File: src/rtl/addsub_pkg.sv
// Shared encodings and defaults for the sequential add/subtract unit.
package addsub_pkg;

  typedef enum logic [1:0] {
    IDLE = 2'd0,
    RUN  = 2'd1,
    DONE = 2'd2
  } state_e;

  localparam int DEF_WIDTH = 64;
  localparam int DEF_SLICE = 16;

  // Counter width for n passes; a single-pass configuration still needs one bit.
  function automatic int cnt_bits(input int n);
    return (n > 1) ? $clog2(n) : 1;
  endfunction

endpackage

File: src/rtl/addsub_slice.sv
// Combinational W-bit slice adder; c_msb is the carry into the slice's top bit.
module addsub_slice
  import addsub_pkg::*;
#(
  parameter int W = DEF_SLICE
) (
  input  logic [W-1:0] a,
  input  logic [W-1:0] b,
  input  logic         cin,
  output logic [W-1:0] s,
  output logic         cout,
  output logic         c_msb
);

  logic [W:0] w_full;

  // Full-width sum with one extra bit for the carry.
  always_comb begin
    w_full = {1'b0, a} + {1'b0, b} + {{W{1'b0}}, cin};
  end

  assign s     = w_full[W-1:0];
  assign cout  = w_full[W];
  // Carry into the MSB is recovered from the MSB's sum equation.
  assign c_msb = a[W-1] ^ b[W-1] ^ w_full[W-1];

endmodule

File: src/rtl/seq_addsub_ctrl.sv
// Multi-cycle add/subtract controller, LSB-first over one shared slice adder.
// Optional signed overflow output enabled by defining ADDSUB_OVERFLOW_EN.
module seq_addsub_ctrl
  import addsub_pkg::*;
#(
  parameter int WIDTH = DEF_WIDTH,
  parameter int SLICE = DEF_SLICE
) (
  input  logic             clk,
  input  logic             rst,
  input  logic             in_valid,
  output logic             in_ready,
  input  logic             op_sub,
  input  logic [WIDTH-1:0] a,
  input  logic [WIDTH-1:0] b,
  output logic             out_valid,
  input  logic             out_ready,
  output logic [WIDTH-1:0] sum,
  output logic             carry_out,
`ifdef ADDSUB_OVERFLOW_EN
  output logic             overflow,
`endif
  output logic             busy
);

  localparam int NSLICE = WIDTH / SLICE;
  localparam int CW     = cnt_bits(NSLICE);
  localparam logic [CW-1:0] LAST = CW'(NSLICE - 1);

  state_e           r_state;
  state_e           w_next;
  logic [WIDTH-1:0] r_a;
  logic [WIDTH-1:0] r_b;
  logic [WIDTH-1:0] r_sum;
  logic             r_carry;
  logic             r_carry_out;
  logic [CW-1:0]    r_cnt;
  logic             r_in_ready;
  logic             r_out_valid;
  logic             r_busy;
  logic [SLICE-1:0] w_a_k;
  logic [SLICE-1:0] w_b_k;
  logic [SLICE-1:0] w_s_k;
  logic             w_cout;
  logic             w_last;
`ifdef ADDSUB_OVERFLOW_EN
  logic             w_c_msb;
  logic             r_overflow;
`else
  logic             w_unused_c_msb;
`endif

  assign w_a_k  = r_a[r_cnt*SLICE +: SLICE];
  assign w_b_k  = r_b[r_cnt*SLICE +: SLICE];
  assign w_last = (r_cnt == LAST);

  addsub_slice #(.W(SLICE)) u_slice (
    .a     (w_a_k),
    .b     (w_b_k),
    .cin   (r_carry),
    .s     (w_s_k),
    .cout  (w_cout),
`ifdef ADDSUB_OVERFLOW_EN
    .c_msb (w_c_msb)
`else
    .c_msb (w_unused_c_msb)
`endif
  );

  // State register.
  always_ff @(posedge clk) begin
    if (rst) begin
      r_state <= IDLE;
    end else begin
      r_state <= w_next;
    end
  end

  // Next-state logic; DONE never accepts a new request in the same cycle.
  always_comb begin
    w_next = r_state;
    case (r_state)
      IDLE: begin
        if (in_valid) begin
          w_next = RUN;
        end else begin
          w_next = IDLE;
        end
      end
      RUN: begin
        if (w_last) begin
          w_next = DONE;
        end else begin
          w_next = RUN;
        end
      end
      DONE: begin
        if (out_ready) begin
          w_next = IDLE;
        end else begin
          w_next = DONE;
        end
      end
      default: w_next = IDLE;
    endcase
  end

  // Handshake flags follow the next state so they are glitch-free flops.
  always_ff @(posedge clk) begin
    if (rst) begin
      r_in_ready  <= 1'b1;
      r_out_valid <= 1'b0;
      r_busy      <= 1'b0;
    end else begin
      r_in_ready  <= (w_next == IDLE);
      r_out_valid <= (w_next == DONE);
      r_busy      <= (w_next == RUN) || (w_next == DONE);
    end
  end

  // Operand capture and slice-by-slice accumulation; b is pre-inverted for subtract.
  always_ff @(posedge clk) begin
    if (rst) begin
      r_a         <= '0;
      r_b         <= '0;
      r_sum       <= '0;
      r_carry     <= 1'b0;
      r_carry_out <= 1'b0;
      r_cnt       <= '0;
`ifdef ADDSUB_OVERFLOW_EN
      r_overflow  <= 1'b0;
`endif
    end else begin
      case (r_state)
        IDLE: begin
          if (in_valid) begin
            r_a     <= a;
            r_b     <= op_sub ? ~b : b;
            r_carry <= op_sub;
            r_cnt   <= '0;
          end
        end
        RUN: begin
          r_sum[r_cnt*SLICE +: SLICE] <= w_s_k;
          r_carry                     <= w_cout;
          r_cnt                       <= r_cnt + CW'(1);
          if (w_last) begin
            r_carry_out <= w_cout;
`ifdef ADDSUB_OVERFLOW_EN
            r_overflow  <= w_c_msb ^ w_cout;
`endif
          end
        end
        default: begin
        end
      endcase
    end
  end

  assign in_ready  = r_in_ready;
  assign out_valid = r_out_valid;
  assign busy      = r_busy;
  assign sum       = r_sum;
  assign carry_out = r_carry_out;
`ifdef ADDSUB_OVERFLOW_EN
  assign overflow  = r_overflow;
`endif

endmodule

File: config.mk
export PLATFORM = sky130hd
export DESIGN_NAME = seq_addsub_ctrl
export DESIGN_NICKNAME = d
export VERILOG_FILES = /design/src/rtl/addsub_pkg.sv /design/src/rtl/addsub_slice.sv /design/src/rtl/seq_addsub_ctrl.sv
export SDC_FILE = /design/constraint.sdc
export NUM_CORES = 1
export LEC_CHECK = 0
export CAP_MARGIN = 20
export CORE_MARGIN = 1
export CORE_UTILIZATION = 47
export CTS_CLUSTER_SIZE = 10
export DETAILED_ROUTE_END_ITERATION = 16
export PLACE_DENSITY = 0.75
export SETUP_SLACK_MARGIN = 0.4
export SYNTH_ARGS = -nofsm -noshare
export SYNTH_HDL_FRONTEND = slang
export SYNTH_SLANG_ARGS = --single-unit
File: constraint.sdc
create_clock -name clk -period 5.05 [get_ports clk]
set_clock_uncertainty 0.1 [all_clocks]
set_input_delay 0.505 -clock clk [delete_from_list [all_inputs] [get_ports clk]]
set_output_delay 0.505 -clock clk [all_outputs]
set_load 0.01 [all_outputs]
Yosys cells after proc, flatten, opt, wreduce, memory -nomap -nowiden
Cells that the tools add are included.

Register bits after elaboration: 201. Output and inout port bits: 68. Logic and storage cells: 42.

Add/sub/neg operators: 4. Eq/ne operators: 6. Shifts and indexed selects: 4. Muxes and demuxes: 10. Bitwise operators: 1. Reduce and logical (&&, ||, !) cells: 7.

Operator list (number): $shiftx 64x7->16 (2); $bwmux 64 (1); $mux 64 (1); $not 64->64 (1); $shift 16x34->64 const A (1); $shiftx 16x34->64 (1); $neg 6->34 (1); $add 16x16->17 (1); $add 17x1->17 (1); $eq 2x2->1 const B (3); $mux 2 (3); $pmux 2 s3 (1); $reduce_and 2->1 (3); $eq 2x1->1 const B (2); $logic_not 2->1 (2); $pmux 2 s2 (1); $add 2x1->2 const B (1); $mux 1 (2); $ne 2x2->1 const B (1); $pmux 1 s2 (1); $reduce_bool 2->1 (1); $logic_or 1x1->1 (1).

Depth between registers and ports, before layout
Gate-level depths: netlist (run 1).

Word-level depth: 5. Depth in mapped cells: 12. Gate-level depth less buffers: 9.

Hierarchy
A second synthesis (run 1) with hierarchy kept.

Cell total of the unflattened synthesis: 1001. Area, all modules: 9220.1 um^2.

By module, submodules not included: seq_addsub_ctrl (times used 1, cells each 870, area each 8256.7 um^2, seq. area each 4023.9 um^2); addsub_slice (times used 1, cells each 131, area each 963.4 um^2, seq. area each 0.0 um^2).

Worst setup path before layout (run 1)
No wires, ideal clock.

Kind: register to register. Start point: register r_cnt[1]. End point: register r_sum[14], in the netlist sum[14]. Arrival time: 3.728 ns. Setup slack: 1.105 ns. Cell stages (with the launch flop): 13. Buffers on the path: 3. Period minus slack after synthesis: 3.945 ns. Cells stage by stage: dfxtp_1 -> buf_2 -> buf_1 -> clkbuf_1 -> mux4_2 -> fa_1 -> fa_1 -> a21o_2 -> a31oi_1 -> or4b_4 -> a311o_1 -> xnor2_2 -> a22o_1.

Cells in the longest elaborated chain, start to end: 5. Elaborated cells on any way between the ends: 8. Classes of those cells: add/sub (3); shift (4); mux (1).

RTL lines: start: declaration (RTL line seq_addsub_ctrl.sv:37) `logic [CW-1:0] r_cnt;`; start signal: assignment (RTL line seq_addsub_ctrl.sv:146) `r_cnt <= r_cnt + CW'(1);`; $shiftx 64x7->16, on equally long branches (RTL line seq_addsub_ctrl.sv:53, seq_addsub_ctrl.sv:54); $add 16x16->17 (RTL line addsub_slice.sv:19) `w_full = {1'b0, a} + {1'b0, b} + {{W{1'b0}}, cin};`; $add 17x1->17 (RTL line addsub_slice.sv:19); $shiftx 16x34->64 (RTL line seq_addsub_ctrl.sv:144) `r_sum[r_cnt*SLICE +: SLICE] <= w_s_k;`; $bwmux 64 * (RTL line seq_addsub_ctrl.sv:144); end signal: indexed assignment (RTL line seq_addsub_ctrl.sv:144); end: declaration (RTL line seq_addsub_ctrl.sv:34) `logic [WIDTH-1:0] r_sum;`.

Every way passes the cells marked *; elsewhere a longest branch is shown, timed or not. A chain may end at the register's enable or synchronous reset.

Worst setup path after layout (run 1)
Start point: register r_cnt[0]. End point: register r_sum[28], in the netlist sum[28].

Same word-level chain as after synthesis.

==> reports/results.tsv, run 1 <==
stage	metric	value	unit
run_status	run status	complete, no violations	
clock_network	number of setup buffers added after CTS	0	
timing	peak clock frequency supported by timing	0.261	GHz
worst_setup_path	kind of end point of the critical path	register	
clock_network	TritonCTS buffer count	24	
finish	share of final-layout standard cells stronger than drive strength 1	8.42	%
placed_design	weighted congestion at the end of routability-driven global placement	0.866	
detailed_routing	wire length per cell after detailed routing	17.6	um
worst_setup_path	Critical-path top delay cell	dfxtp_2	
synth	share of flip-flops with an asynchronous set or reset	0	%
synth	post-synthesis net count	1090	
clock_network	post-cts hold buffer count	0	
clock_network	clock tree buffer depth	3	
worst_hold_path	Worst Hold Class	register to register	
pwr	switch share	25.6	%
die	effective utilization at floorplan	48.7	%
detailed_routing	Via Count	7485	
die	standard-cell row count	49	
synth	most used flip-flop cell after synthesis	dfxtp_1	
timing	max-slew violation total from the final report	0	
worst_setup_path	critical-path maximum fanout	20	
synth	netlist area before placement	0.00890	mm^2
clock_network	latest clock arrival within the worst-skew pair	0.50	ns
detailed_routing	DRC errors left	0	
synth	Unique masters post-synth	53	
worst_setup_path	worst reg-to-reg setup slack	1.21	ns
pwr	power share of the sequential group	44.4	%
die	die area	0.0195	mm^2
synth	number of warnings issued by yosys	0	
job	Max Cap Viol	0	
timing	Final Hold Vio Count	0	
finish	highest-count cells in the layout ignoring fill and taps	dfxtp_1, clkdlybuf4s50_1, nand2_1, nor2_1, a21oi_1	
grt	total congestion overflow after global routing	0	
pwr	Internal Dissipation	2920	uW
finish	post-route cell area	0.0117	mm^2
placed_design	area post-placement	0.0110	mm^2
clock_network	register clock-pin slew on the reported worst setup and hold paths	0.05	ns
grt	maximum number of pins on one net before global-route repair	91	
timing	shortest period the worst path allows	3.84	ns
die	boundary pin count	201	
grt	total global routing track utilization	23.7	%
worst_setup_path	worst reg2reg endpoint	sum[28]$_SDFFE_PP0P_	
clock_network	Clock Tree Root	clkbuf_16	
detailed_routing	Routed Wire Length	23500	um
pwr	areal power density over the cells	336	mW/mm^2
timing	slew margin rel.	31.1	%
pwr	power spent charging and discharging nets	1000	uW
worst_setup_path	Worst R2R Start	r_cnt[0]$_SDFFE_PP0P_	
timing	Finish-stage setup viols	0	
die	Die Width	140	um
finish	number of nets in the final layout	1261	
worst_hold_path	hold path cells	2	
worst_setup_path	critical path startpoint category	register	
grt	via count of the first global-routing pass	6833	
die	core area	0.0183	mm^2
pwr	fraction of power consumed by combinational cells	16.7	%
timing	total negative slack	0	ns
detailed_routing	DRT antenna net count	0	
finish	Syn-to-layout area delta	31.1	%
clock_network	sinks on the clock net	201	
grt	first-pass GRT wire length	36400	um
clock_network	post-cts sizing count	0	
synth	Yosys reg bits	201	
timing	setup repair after global routing missed its margin	no	
die	vertical extent of the die	140	um
worst_hold_path	endpoint of the worst hold-timing path	r_a[15]$_SDFFE_PP0P_	
worst_setup_path	maximum cell stage delay along the critical path	0.74	ns
placed_design	number of input and output port buffers inserted	200	
clock_network	CTS H-tree depth	1	
synth	Post-Synthesis Cells	932	
pwr	Leakage Power	0.00426	uW
worst_setup_path	Register-to-Register Path Depth	9	
worst_setup_path	kind of critical path	register to register	
worst_setup_path	cells along the critical path	mux4_2 -> fa_1 -> fa_1 -> a21o_2 -> a31oi_1 -> or4b_4 -> nand2_1 -> xnor2_1 -> a22o_1	
finish	diode insertion count for antenna repair	0	
grt	initial antenna violation count	0	
clock_network	CTS tree	done	
detailed_routing	violation count after the first detailed-route iteration	623	
finish	most common cell after layout, fill and taps aside	dfxtp_1	
worst_setup_path	CP required	5.39	ns
worst_setup_path	arrival time worst endpoint	4.17	ns
synth	register area share after synthesis	45.2	%
pwr	clock network fraction of total power	38.9	%
pwr	maximum ir drop on the vdd rail	0.228	mV
placed_design	half-perimeter wire length after placement	17300	um
detailed_routing	Vias per Instance	5.61	
synth	number of enable-type register cells in the synthesized netlist	0	
worst_setup_path	Top cell by count, worst path	fa_1	
synth	post-synthesis average cell area	9.55	um^2
timing	final clock period utilization by the worst path	76.0	%
detailed_routing	First-pass DRT Iterations	7	
timing	Worst-Margin Slew	1.03	ns
worst_hold_path	start point of the worst min-delay path	r_a[15]$_SDFFE_PP0P_	
[synthesized netlist by cell type (6+ instances only)]
cell        n  share of area (%)
mux4_2     32                8.1
buf_1       9               0.38
dfxtp_1   201                 45
a211oi_1   68                5.7
a22oi_1    26                2.2
inv_1       9               0.38
nor2_1    101                4.3
a22o_1     32                3.1
xnor2_1    71                7.0
nor3_1      7               0.39
ha_1       23                3.2
nand2_1   143                6.0
a21o_1      6               0.51
clkbuf_1   47                2.0
a21oi_1    83                4.7
[power groups by stage]
stage          clock [uW]  combinational, uW  sequential, uW
6_report             1520                655            1740
3_3_place_gp            0                638            1770
4_1_cts              1540                650            1740
2_1_floorplan           0                421            1740
3_5_place_dp            0                647            1770
5_1_grt              1610                709            1750
[worst max path at each step]
stage | from | to | slack (ns)
finish | r_cnt[0]$_SDFFE_PP0P_ | sum[28]$_SDFFE_PP0P_ | 1.21
global route | r_cnt[0]$_SDFFE_PP0P_ | sum[60]$_SDFFE_PP0P_ | 0.99
CTS | r_cnt[0]$_SDFFE_PP0P_ | sum[28]$_SDFFE_PP0P_ | 1.18
detailed placement | r_cnt[0]$_SDFFE_PP0P_ | sum[60]$_SDFFE_PP0P_ | 1.22
global placement | r_cnt[0]$_SDFFE_PP0P_ | sum[60]$_SDFFE_PP0P_ | 1.30
floorplan | r_cnt[1]$_SDFFE_PP0P_ | sum[14]$_SDFFE_PP0P_ | 1.11
[worst max-delay path, delay by kind of cell, from the launching register on]
kind / cells / cell delay (ns)
compound gates: 3 / 0.78
xor+xnor: 1 / 0.40
flops: 1 / 0.74
simple gates: 2 / 0.28
fa+ha+maj: 2 / 0.86
mux: 1 / 0.60
[logic make-up (layout without fill, tap and decap cells)]
logic type | Yosys count | after routing | synth area share [%]
buffers and inverters | 74 | 247 | 3.61
adders and majority gates | 25 | 25 | 3.68
AOI/OAI and AO/OA | 246 | 246 | 19.0
xor gates and xnor gates | 74 | 74 | 7.37
and+or+nand+nor | 280 | 280 | 13.0
DFF | 201 | 201 | 45.2
muxes | 32 | 32 | 8.10
[state kept, by name, summed over array words and instances, names as in the netlist, 2 cells and up]
signal   cells
sum         64
r_a         64
r_cnt        2
r_b         64
r_state      2
[final cells by class]
cell class	count	area, um^2
Fill cell	1484	6600
Clock buffer	26	639
Inverter	9	33.8
Timing Repair Buffer	210	2080
Sequential cell	201	4030
Tap cell	229	287
Clock inverter	2	35.0
Multi-Input combinational cell	657	4570
[stage by stage]
stage | hold WS [ns] | setup WS [ns] | util [%] | total power (uW) | std cells
floorplan | 0.333 | 1.11 | - | 2170 | 932
global placement | 0.340 | 1.30 | 60.0 | 2410 | 1302
detailed placement | 0.347 | 1.22 | 60.0 | 2420 | 1302
CTS | 0.355 | 1.18 | 63.6 | 3930 | 1330
global route | 0.370 | 0.993 | 63.9 | 4070 | 1334
finish | 0.353 | 1.21 | 63.9 | 3920 | 1334
[routing by layer]
layer / share of wire (%) / global-route usage (%)
met1: 45 / 33.7
met2: 46 / 36.4
met3: 6.1 / 3.44
met4: 3.3 / 9.14
met5: 0 / 0
Power figures use the tool's default switching activity.
==> run 2: changes to the inputs <==
==> constraint.sdc (replaced) <==
create_clock -name clk -period 4 [get_ports clk]
set_clock_uncertainty 0.1 [all_clocks]
set_input_delay 0.4 -clock clk [delete_from_list [all_inputs] [get_ports clk]]
set_output_delay 0.4 -clock clk [all_outputs]
set_load 0.01 [all_outputs]
==> run 2 against run 1 <==
  * Sequential power rose by 26%
  * Critical path depth did not move
  * Clock power rose by 26%
  * Die area did not move
  * Non-clock buffer count rose by 5
  * Fmax rose by 13%
  * Global-route usage rose by 0.84 points
  * Design area rose by 0.74%
  * Via count rose by 0.90%
  * Combinational power rose by 28%
==> reports/results.tsv, run 2 (synthesis results as in run 1) <==
stage	metric	value	unit
detailed_routing	DRC errors left	0	
grt	via count of the first global-routing pass	7007	
grt	maximum number of pins on one net before global-route repair	142	
finish	diode insertion count for antenna repair	0	
finish	footprint of the flip-flops and latches	0.00403	mm^2
pwr	power spent charging and discharging nets	1270	uW
grt	total congestion overflow after global routing	0	
die	vertical extent of the die	140	um
placed_design	worst setup timing slack at the placement stage	0.488	ns
finish	most common cell after layout, fill and taps aside	dfxtp_1	
worst_setup_path	worst reg2reg endpoint	sum[62]$_SDFFE_PP0P_	
finish	share of final-layout standard cells stronger than drive strength 1	8.92	%
die	die area	0.0195	mm^2
clock_network	register clock-pin slew on the reported worst setup and hold paths	0.05	ns
worst_hold_path	start point of the worst min-delay path	rst	
clock_network	latest clock arrival within the worst-skew pair	0.50	ns
finish	filler cell count	1513	
pwr	power share of the sequential group	44.3	%
timing	Finish-stage setup viols	0	
timing	peak clock frequency supported by timing	0.295	GHz
grt	first-pass GRT wire length	37800	um
timing	shortest period the worst path allows	3.39	ns
pwr	maximum ir drop on the vdd rail	0.289	mV
timing	crit path setup slack, layout	0.611	ns
worst_setup_path	arrival time worst endpoint	3.68	ns
detailed_routing	Routed Wire Length	24000	um
detailed_routing	wire length per cell after detailed routing	17.9	um
clock_network	post-cts hold buffer count	0	
placed_design	weighted congestion at the end of routability-driven global placement	0.869	
worst_setup_path	Register-to-Register Path Depth	9	
detailed_routing	Via Count	7552	
placed_design	number of input and output port buffers inserted	200	
clock_network	sinks on the clock net	201	
pwr	clock network fraction of total power	38.7	%
clock_network	Clock Tree Root	clkbuf_16	
worst_setup_path	kind of critical path	register to register	
timing	Worst-Margin Slew	0.992	ns
placed_design	area post-placement	0.0110	mm^2
worst_hold_path	endpoint of the worst hold-timing path	sum[52]$_SDFFE_PP0P_	
clock_network	clock tree buffer depth	3	
pwr	Leakage Power	0.00431	uW
finish	number of nets in the final layout	1266	
timing	final clock period utilization by the worst path	84.7	%
detailed_routing	Vias per Instance	5.64	
finish	post-route cell area	0.0118	mm^2
clock_network	CTS H-tree depth	1	
detailed_routing	First-pass DRT Iterations	5	
timing	total negative slack	0	ns
worst_setup_path	kind of end point of the critical path	register	
job	Max Cap Viol	0	
die	boundary pin count	201	
finish	highest-count cells in the layout ignoring fill and taps	dfxtp_1, clkdlybuf4s50_1, nand2_1, nor2_1, a21oi_1	
worst_setup_path	CP required	4.29	ns
die	standard-cell row count	49	
grt	total global routing track utilization	24.5	%
pwr	areal power density over the cells	422	mW/mm^2
worst_setup_path	worst reg-to-reg setup slack	0.61	ns
die	Die Width	140	um
pwr	Internal Dissipation	3690	uW
die	effective utilization at floorplan	48.7	%
worst_setup_path	critical path startpoint category	register	
detailed_routing	violation count after the first detailed-route iteration	627	
worst_setup_path	Worst R2R Start	r_cnt[0]$_SDFFE_PP0P_	
timing	Final Hold Vio Count	0	
timing	Post-Route Hold Slack	0.248	ns
worst_setup_path	critical-path maximum fanout	10	
clock_network	TritonCTS buffer count	24	
grt	initial antenna violation count	0	
pwr	switch share	25.6	%
placed_design	half-perimeter wire length after placement	17600	um
pwr	fraction of power consumed by combinational cells	16.9	%
clock_network	CTS tree	done	
timing	max-slew violation total from the final report	0	
finish	Syn-to-layout area delta	32.1	%
worst_hold_path	hold path cells	2	
timing	slew margin rel.	33.9	%
worst_hold_path	Worst Hold Class	input pin to register	
run_status	run status	complete, no violations	
die	core area	0.0183	mm^2
finish	area taken by multi-input logic gates	0.00457	mm^2
timing	setup repair after global routing missed its margin	no	
detailed_routing	DRT antenna net count	0	
-- run 2: cell types whose count changed in the layout (fill, tap and decap cells not counted), sizes merged --
| cell | before | now |
|---|---|---|
| buf | 10 | 17 |
| clkbuf | 28 | 26 |
-- run 2: critical path, stage by stage (launching register included) --
cell	delay (ns)
dfxtp_4	0.44
buf_4	0.25
mux4_2	0.52
ha_1	0.43
a211o_1	0.19
a31oi_2	0.06
or4b_4	0.58
a311o_1	0.32
xnor2_2	0.17
a22o_1	0.22
-- run 2: metal layers --
layer	GRT usage [%]	up-vias	wire length, um
li1	-	3677	-
met1	35.0	3536	10800
met2	37.3	292	10700
met3	3.68	47	1590
met4	9.89	0	825
met5	0	-	0
-- run 2: power groups by stage --
stage / combinational [uW] / sequential (uW) / clock [uW]
6_report: 840 / 2200 / 1920
4_1_cts: 830 / 2200 / 1950
3_5_place_dp: 825 / 2240 / 0
5_1_grt: 912 / 2210 / 2040
2_1_floorplan: 532 / 2200 / 0
3_3_place_gp: 813 / 2230 / 0
-- run 2: worst max-delay path by stage --
| stage | start | to | slack (ns) | depth (start not counted) |
|---|---|---|---|---|
| after floorplan | r_cnt[1]$_SDFFE_PP0P_ | sum[14]$_SDFFE_PP0P_ | 0.40 | 12 |
| after global placement | r_cnt[0]$_SDFFE_PP0P_ | sum[28]$_SDFFE_PP0P_ | 0.60 | 9 |
| after CTS | r_cnt[0]$_SDFFE_PP0P_ | sum[28]$_SDFFE_PP0P_ | 0.45 | 9 |
| after detailed placement | r_cnt[0]$_SDFFE_PP0P_ | sum[28]$_SDFFE_PP0P_ | 0.49 | 9 |
| final | r_cnt[0]$_SDFFE_PP0P_ | sum[62]$_SDFFE_PP0P_ | 0.61 | 9 |
| after global routing | r_cnt[1]$_SDFFE_PP0P_ | sum[46]$_SDFFE_PP0P_ | 0.43 | 9 |
-- run 2: through the flow --
step | instances | utilization, % | power, uW
2_1_floorplan | 932 | - | 2740
3_3_place_gp | 1309 | 60.3 | 3050
3_5_place_dp | 1309 | 60.3 | 3060
4_1_cts | 1337 | 64.0 | 4970
5_1_grt | 1339 | 64.3 | 5160
6_report | 1339 | 64.3 | 4960
-- run 2: final cells by class --
| type | instances | share of cell area [%] |
|---|---|---|
| clock buffers | 26 | 5.44 |
| clock inverters | 2 | 0.298 |
| inverters | 9 | 0.287 |
| multi-input cells | 657 | 38.9 |
| flip-flops and latches | 201 | 34.3 |
| well taps | 229 | 2.44 |
| repair buffers | 215 | 18.4 |
-- run 2: timing repair --
| item | in CTS | in global routing |
|---|---|---|
| resized for setup | 0 | 4 |
| endpoints found under the setup margin | 0 | 26 |
| endpoints found under the hold margin | 0 | 0 |
| setup buffers | 0 | 0 |
